<file path="config.mk">
export PLATFORM = sky130hd
export DESIGN_NAME = mem_block_copier
export DESIGN_NICKNAME = d
export VERILOG_FILES = /design/src/rtl/mem_block_copier.sv
export SDC_FILE = /design/constraint.sdc
export NUM_CORES = 1
export LEC_CHECK = 0
export ABC_AREA = 1
export CORE_UTILIZATION = 40
export DETAILED_ROUTE_END_ITERATION = 7
export DONT_BUFFER_PORTS = 1
export PLACE_DENSITY_LB_ADDON = 0.1
export SYNTH_ARGS = -nofsm -noshare
export SYNTH_HDL_FRONTEND = slang
export SYNTH_SLANG_ARGS = --single-unit
</file>
<file path="constraint.sdc">
create_clock -name clk -period 6.03 [get_ports clk]
set_input_delay 1.809 -clock clk [delete_from_list [all_inputs] [get_ports clk]]
set_output_delay 1.809 -clock clk [all_outputs]
set_load 0.05 [all_outputs]
</file>
<file path="src/rtl/mem_block_copier.sv">
// mem_block_copier: word-granular block-copy master for the single-cycle
// memory2c data memory. Copies num_words 16-bit words from src_addr to
// dst_addr in ascending order, alternating one READ and one WRITE cycle.
module mem_block_copier #(
    parameter int CNT_W        = 8,
    parameter bit DUMP_ON_DONE = 1'b0
) (
    input  logic             clk,
    input  logic             rst,
    input  logic             start,
    input  logic [15:0]      src_addr,
    input  logic [15:0]      dst_addr,
    input  logic [CNT_W-1:0] num_words,
    output logic             busy,
    output logic             done,
    output logic             err,
    output logic [15:0]      mem_addr,
    output logic [15:0]      mem_wdata,
    output logic             mem_enable,
    output logic             mem_wr,
    output logic             mem_createdump,
    input  logic [15:0]      mem_rdata
);

    typedef enum logic [1:0] {
        IDLE  = 2'd0,
        READ  = 2'd1,
        WRITE = 2'd2,
        DONE  = 2'd3
    } state_t;

    state_t           state;
    state_t           state_nxt;
    logic [15:0]      src_ptr;
    logic [15:0]      dst_ptr;
    logic [CNT_W-1:0] cnt;
    logic [15:0]      hold;
    logic             err_q;

    // Either address odd means the request cannot be word-copied.
    logic misaligned;
    assign misaligned = src_addr[0] | dst_addr[0];

    // State register; reset parks the engine in IDLE.
    always_ff @(posedge clk) begin
        if (rst) state <= IDLE;
        else     state <= state_nxt;
    end

    // Next-state logic: READ/WRITE alternate until the last word is written.
    always_comb begin
        state_nxt = state;
        case (state)
            IDLE: begin
                if (start) begin
                    if (misaligned || (num_words == '0)) state_nxt = DONE;
                    else                                 state_nxt = READ;
                end
            end
            READ:    state_nxt = WRITE;
            WRITE:   state_nxt = (cnt == CNT_W'(1)) ? DONE : READ;
            DONE:    state_nxt = IDLE;
            default: state_nxt = IDLE;
        endcase
    end

    // Datapath: latch the request, capture read data, advance pointers.
    always_ff @(posedge clk) begin
        if (rst) begin
            src_ptr <= '0;
            dst_ptr <= '0;
            cnt     <= '0;
            hold    <= '0;
            err_q   <= 1'b0;
        end else begin
            case (state)
                IDLE: begin
                    if (start) begin
                        err_q <= misaligned;
                        if (!misaligned) begin
                            src_ptr <= src_addr;
                            dst_ptr <= dst_addr;
                            cnt     <= num_words;
                        end
                    end
                end
                READ: hold <= mem_rdata;
                WRITE: begin
                    // 16-bit add wraps 0xFFFE to 0x0000 naturally.
                    src_ptr <= src_ptr + 16'd2;
                    dst_ptr <= dst_ptr + 16'd2;
                    cnt     <= cnt - CNT_W'(1);
                end
                default: ;
            endcase
        end
    end

    // Output decode from the registered state; everything is held at 0
    // while rst is high so an in-flight access is suppressed immediately.
    always_comb begin
        busy           = 1'b0;
        done           = 1'b0;
        err            = 1'b0;
        mem_addr       = 16'h0000;
        mem_wdata      = 16'h0000;
        mem_enable     = 1'b0;
        mem_wr         = 1'b0;
        mem_createdump = 1'b0;
        if (!rst) begin
            err = err_q;
            case (state)
                READ: begin
                    busy       = 1'b1;
                    mem_enable = 1'b1;
                    mem_addr   = src_ptr;
                end
                WRITE: begin
                    busy       = 1'b1;
                    mem_enable = 1'b1;
                    mem_wr     = 1'b1;
                    mem_addr   = dst_ptr;
                    mem_wdata  = hold;
                end
                DONE: begin
                    done           = 1'b1;
                    mem_createdump = DUMP_ON_DONE;
                end
                default: ;
            endcase
        end
    end

endmodule

</file>
==> impl_metrics.prom <==
# TYPE chip_impl_metric gauge
chip_impl_metric{name="globalRouteMet1Util",unit="%"} 28.2
chip_impl_metric{name="setup_viol",unit=""} 0
chip_impl_metric{name="routed_wirelength",unit="um"} 10500
chip_impl_metric{name="final_critical_path_setup_slack",unit="ps"} 1400
chip_impl_metric{name="grt_usage",unit="%"} 22.4
chip_impl_metric{name="ff2ff_path_depth",unit=""} 11
chip_impl_metric{name="critical_path.max_stage_delay",unit="ps"} 410
chip_impl_info{name="grt_setup_unrepaired",value="false"} 1
chip_impl_metric{name="grt_overflow",unit=""} 0
chip_impl_info{name="cpMaxStageDelayCell",value="nand2_1"} 1
chip_impl_metric{name="place_worst_setup_slack",unit="ps"} 1420
chip_impl_info{name="hold-path-endpoint",value="err_q$_SDFFE_PP0P_"} 1
chip_impl_metric{name="met2_usage",unit="%"} 36.7
chip_impl_metric{name="syn_nets",unit=""} 685
chip_impl_metric{name="grt_start_max_net_pins",unit=""} 71
chip_impl_metric{name="detail-route-antenna-nets",unit=""} 0
chip_impl_info{name="worstSetupStartpointType",value="input port"} 1
chip_impl_metric{name="adder_and_majority_gate_portion_of_the_synthesized_area",unit="%"} 3.03
chip_impl_metric{name="grt_pass1_wl",unit="um"} 17400
chip_impl_metric{name="power.switching",unit="mW"} 0.715
chip_impl_metric{name="max_cap_viol_count",unit=""} 0
chip_impl_metric{name="synth_area_per_cell",unit="um^2"} 6.02
chip_impl_info{name="top_usage_layer",value="met2"} 1
chip_impl_metric{name="grt_pass1_vias",unit=""} 3626
chip_impl_metric{name="sequentialPowerShare",unit="%"} 37.7
chip_impl_info{name="status",value="finished with violations"} 1
chip_impl_metric{name="path_max_fanout",unit=""} 38
chip_impl_metric{name="num-nets-final",unit=""} 681
chip_impl_metric{name="placement_cell_area",unit="um^2"} 3830
chip_impl_metric{name="coreArea",unit="um^2"} 8850
chip_impl_metric{name="finish.utilization",unit="%"} 45.3
chip_impl_metric{name="worst_ep_arrival_time",unit="ps"} 2820
chip_impl_info{name="holdCritStartpoint",value="err_q$_SDFFE_PP0P_"} 1
chip_impl_metric{name="floorplan.die_area",unit="um^2"} 9670
chip_impl_metric{name="port_buf_inserts",unit=""} 0
chip_impl_metric{name="number_of_buffers_inserted_for_hold_repair_after_clock_tree_synthesis",unit=""} 0
chip_impl_metric{name="via_count",unit=""} 3907
chip_impl_metric{name="worstMarginPinSlew",unit="ps"} 903
chip_impl_metric{name="syn_inst",unit=""} 617
chip_impl_metric{name="synth.cell_area",unit="um^2"} 3710
chip_impl_info{name="synth_top_family_by_area",value="simple AND/OR/NAND/NOR gates"} 1
chip_impl_info{name="cts.root.buffer_cell",value="clkbuf_8"} 1
chip_impl_metric{name="detailedRoute.firstPassIterationCount",unit=""} 7
chip_impl_info{name="critical_path.cell_chain",value="inv_1 -> nand2_1 -> a21oi_1 -> buf_4"} 1
chip_impl_metric{name="ys.warnings.count",unit=""} 0
chip_impl_metric{name="synth-xor-area-share",unit="%"} 0
chip_impl_info{name="hold_path.class",value="reg2reg"} 1
chip_impl_metric{name="combinational_cell_fraction_of_total_power",unit="%"} 40.6
chip_impl_metric{name="clock-sinks",unit=""} 59
chip_impl_metric{name="place.detailed.hpwl",unit="um"} 6880
chip_impl_metric{name="count_of_distinct_cell_types_in_the_synthesized_netlist",unit=""} 33
chip_impl_info{name="failed_checks",value="DRC"} 1
chip_impl_metric{name="achievable-frequency",unit="MHz"} 216
chip_impl_metric{name="drcViolationCount",unit=""} 4
chip_impl_metric{name="ios",unit=""} 97
chip_impl_metric{name="reg2reg_setup_slack",unit="ps"} 3170
chip_impl_metric{name="peakVddDrop",unit="V"} 0.000348
chip_impl_metric{name="groute.layer.met3.usage",unit="%"} 6.01
chip_impl_metric{name="synth.mux.area_fraction",unit="%"} 0
chip_impl_metric{name="synth-compound-area-share",unit="%"} 20.6
chip_impl_metric{name="fp.dieW",unit="um"} 98.3
chip_impl_metric{name="post-route-period-util",unit="%"} 76.7
chip_impl_metric{name="final_cell_area",unit="um^2"} 4010
chip_impl_metric{name="number_of_filler_cells_placed_in_the_layout",unit=""} 938
chip_impl_metric{name="std_cell_rows",unit=""} 34
chip_impl_metric{name="via_cell_ratio",unit=""} 5.38
chip_impl_metric{name="max-clock-path-buffers",unit=""} 2
chip_impl_metric{name="gpl.final_weighted_congestion",unit=""} 0.811
chip_impl_metric{name="seq_area_frac_synth",unit="%"} 31.8
chip_impl_info{name="r2r_start",value="state[0]$_SDFFE_PP0P_"} 1
chip_impl_metric{name="relSlewSlack",unit="%"} 39.5
chip_impl_info{name="worstSetupPathType",value="in2out"} 1
chip_impl_metric{name="starting_density_of_the_core",unit="%"} 42.0
chip_impl_metric{name="clock_insertion_delay_worst_skew",unit="ps"} 350
chip_impl_metric{name="drtIter0Drc",unit=""} 234
chip_impl_metric{name="antenna_found_initial",unit=""} 0
chip_impl_metric{name="drive_gt1_share",unit="%"} 7.61
chip_impl_metric{name="cts_resized",unit=""} 0
chip_impl_metric{name="flow.area_growth_from_synthesis",unit="%"} 8.09
chip_impl_metric{name="cts_buffers",unit=""} 9
chip_impl_metric{name="totalPowerFinal",unit="mW"} 1.54
chip_impl_metric{name="whs_path_depth",unit=""} 2
chip_impl_metric{name="chipHeight",unit="um"} 98.3
chip_impl_metric{name="cts.clk_slew.worst_paths",unit="ps"} 80
chip_impl_metric{name="clock_tree.htree_level_count",unit=""} 3
chip_impl_metric{name="finalClockSkew",unit="ps"} 18.0
chip_impl_metric{name="synth.ff_latch_count",unit=""} 59
chip_impl_metric{name="p_per_area",unit="nW/um^2"} 383
chip_impl_metric{name="finalHoldViolCount",unit=""} 0
chip_impl_metric{name="fin_setup_tns",unit="ps"} 0
chip_impl_metric{name="p_int",unit="mW"} 0.821
chip_impl_metric{name="period_minus_slack",unit="ps"} 4630
chip_impl_metric{name="netSwitchingFraction",unit="%"} 46.5
chip_impl_metric{name="report.final.slew_viol_count",unit=""} 0
chip_impl_info{name="cts_tree",value="built"} 1
chip_impl_metric{name="post_synthesis_share_of_cell_area_spent_on_and_or_nand_and_nor_gates",unit="%"} 34.8
chip_impl_metric{name="power.share.clock",unit="%"} 21.7
chip_impl_info{name="worst_setup_path_end_kind",value="output pin"} 1
chip_impl_metric{name="crit_required",unit="ps"} 4220
chip_impl_info{name="critical_path.reg2reg.endpoint",value="dst_ptr[10]$_SDFFE_PP0P_"} 1
chip_impl_metric{name="leakage",unit="nW"} 1.60
chip_impl_metric{name="post-cts-setup-buffers",unit=""} 0
chip_impl_metric{name="drt-wirelength-per-cell",unit="um"} 14.5
chip_impl_metric{name="number_of_diodes",unit=""} 0
chip_impl_info{name="worstSetupStartpoint",value="rst"} 1
==> Yosys cell counts (all sizes together) <==
cell type | number | share of area, %
buf | 20 | 3.0
ha | 9 | 3.0
nand3 | 34 | 4.6
a21o | 1 | 0.20
clkinv | 1 | 0.10
nor3 | 5 | 0.67
or2 | 3 | 0.51
inv | 49 | 5.0
a211oi | 2 | 0.40
o21ai | 70 | 9.7
a21oi | 56 | 7.7
nand4 | 10 | 1.7
dfxtp | 59 | 32
a31oi | 7 | 1.2
o22ai | 1 | 0.17
o21bai | 4 | 0.81
conb | 1 | 0.10
nand2 | 151 | 15
o21a | 1 | 0.20
clkbuf | 16 | 1.6
nor2 | 116 | 12
o31ai | 1 | 0.20
==> critical path: cells and delay by family <==
kind / cells / cell delay, ps
simple gates: 1 / 410
buf+inv: 2 / 290
compound gates: 1 / 310
==> state kept, by name, summed over array words and instances, names as in the netlist <==
name,count
dst_ptr,16
hold,16
state,2
cnt,8
err_q,1
src_ptr,16
==> cells by family (layout without fill, tap and decap cells) <==
kind of cell	count (synthesis)	after routing
flops	59	59
compound gates	143	143
fa+ha+maj	9	9
buf+inv	86	87
other cells	1	1
simple gates	319	319
==> metal layers <==
metal  up-vias  routed length [um]
li1       1994                   -
met5         -                   0
met4         0                 218
met3        17                 794
met2       133                4870
met1      1763                4620
==> layout make-up <==
class	count	area [um^2]	area share (%)
inverters	50	188	4.68
multi-input cells	472	2170	54.2
flip-flops and latches	59	1180	29.4
well taps	108	135	3.37
clock buffers	10	128	3.18
clock inverters	6	50.0	1.25
repair buffers	21	158	3.93
==> per-stage QoR <==
step | cells | hold slack [ps]
floorplan | 617 | 430
global placement | 710 | 447
detailed placement | 710 | 454
CTS | 726 | 462
global route | 726 | 493
finish | 726 | 460
==> layout by cell type, fill, tap and decap left out, types with 3 or more instances in the layout <==
| master | synthesis | final |
|---|---|---|
| nand2_1 | 150 | 150 |
| nor2_1 | 114 | 114 |
| o21ai_0 | 67 | 67 |
| dfxtp_1 | 59 | 59 |
| a21oi_1 | 55 | 55 |
| inv_1 | 46 | 46 |
| nand3_1 | 34 | 34 |
| buf_4 | 3 | 21 |
| nand4_1 | 10 | 10 |
| clkbuf_8 | 0 | 9 |
| ha_1 | 9 | 8 |
| a31oi_1 | 7 | 7 |
| nor3_1 | 5 | 5 |
| o21bai_1 | 4 | 4 |
| inv_2 | 3 | 3 |
| clkinv_4 | 0 | 3 |
==> power by group through the flow <==
stage / clock, mW / sequential, mW / combinational [mW]
floorplan: 0 / 0.561 / 0.526
global route: 0.361 / 0.596 / 0.710
finish: 0.334 / 0.579 / 0.623
CTS: 0.344 / 0.577 / 0.625
global placement: 0 / 0.583 / 0.616
detailed placement: 0 / 0.586 / 0.621
==> worst max path at each step <==
stage / endpoint / cells past startpoint / slack, ps
floorplan: mem_addr[10] / 4 / 1170
global placement: mem_addr[0] / 4 / 1450
detailed placement: mem_addr[13] / 4 / 1420
CTS: mem_addr[13] / 4 / 1420
global route: mem_addr[4] / 4 / 1330
finish: mem_addr[7] / 4 / 1400
(Power assumes the default switching activity.)
==> variant 1: new RTL, config.mk and constraints unchanged <==
Register the inputs `start`, `src_addr`, `dst_addr`, `num_words` and `mem_rdata` before use, without a reset. The logic sees them one clock later. Comments in the files are not updated.
--- a/src/rtl/mem_block_copier.sv
+++ b/src/rtl/mem_block_copier.sv
@@ -29,6 +29,20 @@
         DONE  = 2'd3
     } state_t;
 
+    logic start_q;
+    logic [15:0] src_addr_q;
+    logic [15:0] dst_addr_q;
+    logic [CNT_W-1:0] num_words_q;
+    logic [15:0] mem_rdata_q;
+
+    always_ff @(posedge clk) begin
+        start_q     <= start;
+        src_addr_q  <= src_addr;
+        dst_addr_q  <= dst_addr;
+        num_words_q <= num_words;
+        mem_rdata_q <= mem_rdata;
+    end
+
     state_t           state;
     state_t           state_nxt;
     logic [15:0]      src_ptr;
@@ -39,7 +53,7 @@
 
     // Either address odd means the request cannot be word-copied.
     logic misaligned;
-    assign misaligned = src_addr[0] | dst_addr[0];
+    assign misaligned = src_addr_q[0] | dst_addr_q[0];
 
     // State register; reset parks the engine in IDLE.
     always_ff @(posedge clk) begin
@@ -52,8 +66,8 @@
         state_nxt = state;
         case (state)
             IDLE: begin
-                if (start) begin
-                    if (misaligned || (num_words == '0)) state_nxt = DONE;
+                if (start_q) begin
+                    if (misaligned || (num_words_q == '0)) state_nxt = DONE;
                     else                                 state_nxt = READ;
                 end
             end
@@ -75,16 +89,16 @@
         end else begin
             case (state)
                 IDLE: begin
-                    if (start) begin
+                    if (start_q) begin
                         err_q <= misaligned;
                         if (!misaligned) begin
-                            src_ptr <= src_addr;
-                            dst_ptr <= dst_addr;
-                            cnt     <= num_words;
+                            src_ptr <= src_addr_q;
+                            dst_ptr <= dst_addr_q;
+                            cnt     <= num_words_q;
                         end
                     end
                 end
-                READ: hold <= mem_rdata;
+                READ: hold <= mem_rdata_q;
                 WRITE: begin
                     // 16-bit add wraps 0xFFFE to 0x0000 naturally.
                     src_ptr <= src_ptr + 16'd2;
Function: changed (Yosys sat finds a counterexample within 4 cycles, from zero or initial values and one cycle with rst high).
==> variant 1 against the original RTL <==
The flow still finishes with violations (design-rule violations); wire length is 13% higher; die area rose by 30%; synthesized area is 31% higher; critical path depth unchanged; worst setup slack better by 0.012 ns; cell area rose by 39%; count of clock-buffer cells in the layout is 8 higher; clock skew is 0.011 ns lower; sequential cell count grew 57; power is 71% higher; register-to-register slack about the same; largest power group is now registers.
==> variant 1: results (changes against the original RTL) <==
| Metric | Value |
|---|---|
| Status | `finished with violations (unchanged)` |
| Failing checks | `design-rule violations (unchanged)` |
| Met3 Track Usage GR | `0.06857 (was 0.06013)` |
| Global-route wire length before repair | `19,240 um (was 17,400 um)` |
| Seq/Total Area, Yosys | `0.4793 (was 0.3182)` |
| Synth top cells by count | `149 x nand2_1, 116 x dfxtp_1, 111 x nor2_1 (was 150 x nand2_1, 114 x nor2_1, 67 x o21ai_0)` |
| M1 WL | `5712 um (was 4620 um)` |
| Net count, final | `741 (was 681)` |
| Met3 WL post-DR | `598 um (was 794 um)` |
| Post-Route Skew | `0.007189 ns (was 0.01797 ns)` |
| Met1 Usage GRT | `0.2506 (was 0.2819)` |
| DRC Markers | `5 (was 4)` |
| Metal2 WL | `5450 um (was 4873 um)` |
| Met2 track demand over resource | `0.3106 (was 0.3667)` |
| CTS Root Cell | `clkbuf_16 (was clkbuf_8)` |
| Leakage Power | `2.225 nW (was 1.602 nW)` |
| Synth area leaders | `dfxtp_1 48%, nand2_1 12%, nor2_1 8.6% (was dfxtp_1 32%, nand2_1 15%, nor2_1 12%)` |
| Post-synthesis compound-gate area fraction | `0.1550 (was 0.2056)` |
| Fill cells | `1,187 (was 938)` |
| Layout cells sized above 1 | `0.09621 (was 0.07605)` |
| Worst R2R Setup Slack | `3.16 ns (was 3.17 ns)` |
| Yosys cell types | `29 (was 33)` |
| Reg2Reg Depth | `9 (was 11)` |
| Skew-Pair Late Insertion Delay | `0.42 ns (was 0.35 ns)` |
| H-Tree Level Count | `4 (was 3)` |
| Placer congestion estimate | `0.8407 (was 0.8113)` |
| XOR/XNOR Fraction of Synth Area | `0.001808 (was 0)` |
| Via count | `4,252 (was 3,907)` |
| Crit-path max FO | `36 (was 38)` |
| Crit path to | `mem_addr[8] (was mem_addr[7])` |
| Overall Global Routing Usage | `0.1973 (was 0.2239)` |
| Detailed Place HPWL | `7654 um (was 6882 um)` |
| Pre-Repair DR Iteration Count | `8 (was 7)` |
-- variant 1: cell count changes in the layout (fill, tap and decap cells not counted), sizes merged, moves of 4 or more --
cell / delta
clkbuf: +8
dfxtp: +57
nand3: -4
or2: +4
-- variant 1: worst min-delay path by stage --
stage,from,endpoint,cells after the start
floorplan,dst_ptr[0],dst_ptr[0],2
global placement,src_ptr[0],src_ptr[0],2
detailed placement,src_ptr[0],src_ptr[0],2
CTS,src_ptr[0],src_ptr[0],2
global route,src_ptr[0],src_ptr[0],2
finish,src_ptr[0],src_ptr[0],2
-- variant 1: where the power goes --
part / internal [W] / switching [W]
logic: 0.000196 / 0.000480
clock network: 0.000567 / 0.000365
registers: 0.000900 / 0.000109
total: 0.00166 / 0.000954
-- variant 1: worst max-delay path: stages --
cell	delay [ns]
inv_1	0.05
nand2_1	0.39
a21oi_1	0.31
buf_4	0.24
-- variant 1: stage by stage --
step / power, W / hold slack, ns / cells / setup WS (ns) / cell area (um^2)
global route: 0.002785 / 0.4654 / 829 / 1.318 / 5568
floorplan: 0.001554 / 0.4239 / 670 / 0.9825 / 4845
CTS: 0.002647 / 0.4485 / 829 / 1.446 / 5568
global placement: 0.001682 / 0.4371 / 797 / 1.532 / 5009
detailed placement: 0.001696 / 0.4381 / 797 / 1.453 / 5009
finish: 0.002618 / 0.4450 / 829 / 1.415 / 5568
-- variant 1: cell type report --
type / instances / area share
Clock buffer: 18 / 0.07708
Clock inverter: 14 / 0.02337
Inverter: 46 / 0.03101
Multi-Input combinational cell: 471 / 0.3910
Sequential cell: 116 / 0.4171
Tap cell: 143 / 0.03213
Timing Repair Buffer: 21 / 0.02831
==> variant 2: new RTL, same settings <==
Made on the original files. `DUMP_ON_DONE`: 1'b0 -> 1'b1.
--- a/src/rtl/mem_block_copier.sv
+++ b/src/rtl/mem_block_copier.sv
@@ -3,7 +3,7 @@
 // dst_addr in ascending order, alternating one READ and one WRITE cycle.
 module mem_block_copier #(
     parameter int CNT_W        = 8,
-    parameter bit DUMP_ON_DONE = 1'b0
+    parameter bit DUMP_ON_DONE = 1'b1
 ) (
     input  logic             clk,
     input  logic             rst,
Behaviour: not the same (Yosys sat finds a counterexample within 4 cycles, from zero or initial values and one cycle with rst high).
==> variant 2 against the original RTL <==
Sequential cell count did not move; combinational power rose by 4.5%; global-route usage fell by 0.42 points; synthesized cell count fell by 0.16%; utilization fell by 0.44 points; power rose by 12%; cell area rose by 2.9%; fmax rose by 1.6%; non-clock buffer count fell by 1; critical path depth did not move; worst setup slack improved by 0.072 ns; sequential share of layout area fell by 0.84 points; critical endpoint is now mem_addr[0]; synthesized area rose by 2.1%; wire length fell by 0.24%.
==> variant 2: results (changes against the original RTL) <==
| Metric | Value |
|---|---|
| Synth top cells by count | `156 x nand2_1, 108 x nor2_1, 59 x dfxtp_1 (was 150 x nand2_1, 114 x nor2_1, 67 x o21ai_0)` |
| Max IR drop VDD | `0.2024 mV (was 0.3481 mV)` |
| Detailed Place HPWL | `7046 um (was 6882 um)` |
| Vias in the first global route | `3,484 (was 3,626)` |
| Crit Reg-Reg Endpoint | `dst_ptr[11] (was dst_ptr[10])` |
| Reg2Reg Depth | `10 (was 11)` |
| Worst R2R Setup Slack | `2.88 ns (was 3.17 ns)` |
| Skew-Pair Late Insertion Delay | `0.34 ns` |
| Post-synthesis compound-gate area fraction | `0.1902 (was 0.2056)` |
| Placer congestion estimate | `0.8784 (was 0.8113)` |
| Wire per inst | `14.40 um (was 14.47 um)` |
| Leakage Power | `1.625 nW (was 1.602 nW)` |
| Worst slew margin | `0.3009 (was 0.3955)` |
| Net count, final | `680 (was 681)` |
| DRC Markers | `0 (was 4)` |
| Seq/Total Area, Yosys | `0.3118 (was 0.3182)` |
| Pre-Repair DR Iteration Count | `4 (was 7)` |
| Synth area leaders | `dfxtp_1 31%, nand2_1 15%, nor2_1 11% (was dfxtp_1 32%, nand2_1 15%, nor2_1 12%)` |
| Global-route wire length before repair | `17,110 um (was 17,400 um)` |
| Worst path arrival time | `2.74 ns (was 2.82 ns)` |
| DR iter-0 viols | `141 (was 234)` |
| Synth Area in Adders | `0.02972 (was 0.03033)` |
| Synthesized area per cell | `6.150 um^2 (was 6.017 um^2)` |
| Largest net degree at the start of global routing | `73 (was 71)` |
| Finished Layout Cells | `728 (was 726)` |
| Layout cells sized above 1 | `0.09562 (was 0.07605)` |
| Overall Global Routing Usage | `0.2197 (was 0.2239)` |
| Post-Route Skew | `0.01080 ns (was 0.01797 ns)` |
| Status | `complete, no violations (was finished with violations)` |
| Fill cells | `994 (was 938)` |
[variant 2: final cells by class]
type | instances | area share
flip-flops and latches | 59 | 0.2860
multi-input cells | 474 | 0.5374
inverters | 48 | 0.04362
well taps | 111 | 0.03363
clock buffers | 12 | 0.03999
clock inverters | 4 | 0.02302
repair buffers | 20 | 0.03635
[variant 2: how the worst min path moves through the flow]
stage,cells past startpoint,to,slack [ns]
2_1_floorplan,2,err_q,0.43
3_3_place_gp,2,cnt[2],0.44
3_5_place_dp,2,cnt[2],0.45
4_1_cts,2,cnt[2],0.46
5_1_grt,2,src_ptr[0],0.48
6_report,2,cnt[2],0.46
[variant 2: worst max-delay path: stages]
cell     delay (ns)
inv_1          0.05
nand2_1        0.35
a21oi_1        0.29
buf_4          0.24
[variant 2: metrics by stage]
stage          setup WS [ns]  instance area, um^2
5_1_grt                1.321                 4130
3_5_place_dp           1.453                 3870
2_1_floorplan          1.013                 3789
6_report               1.476                 4130
4_1_cts                1.451                 4130
3_3_place_gp           1.538                 3870
[variant 2: cell families after synthesis]
| kind of cell | count (synthesis) |
|---|---|
| buffers and inverters | 83 |
| AO/OA/AOI/OAI | 136 |
| AND/OR/NAND/NOR | 329 |
| flip-flops | 59 |
| adder cells (fa/ha/maj) | 9 |
[variant 2: routing by layer]
layer | wire length (um) | vias to the layer above | GRT usage
met4 | 94 | 0 | 0.07014
li1 | - | 1988 | -
met2 | 4811 | 116 | 0.3574
met3 | 761 | 6 | 0.05622
met1 | 4815 | 1728 | 0.2845
met5 | 0 | - | 0
[variant 2: power by group through the flow]
stage | clock (W) | combinational (W) | sequential (W)
floorplan | 0 | 0.000580 | 0.000572
global placement | 0 | 0.000649 | 0.000595
detailed placement | 0 | 0.000653 | 0.000597
CTS | 0.000482 | 0.000655 | 0.000590
global route | 0.000502 | 0.000745 | 0.000609
finish | 0.000472 | 0.000651 | 0.000592
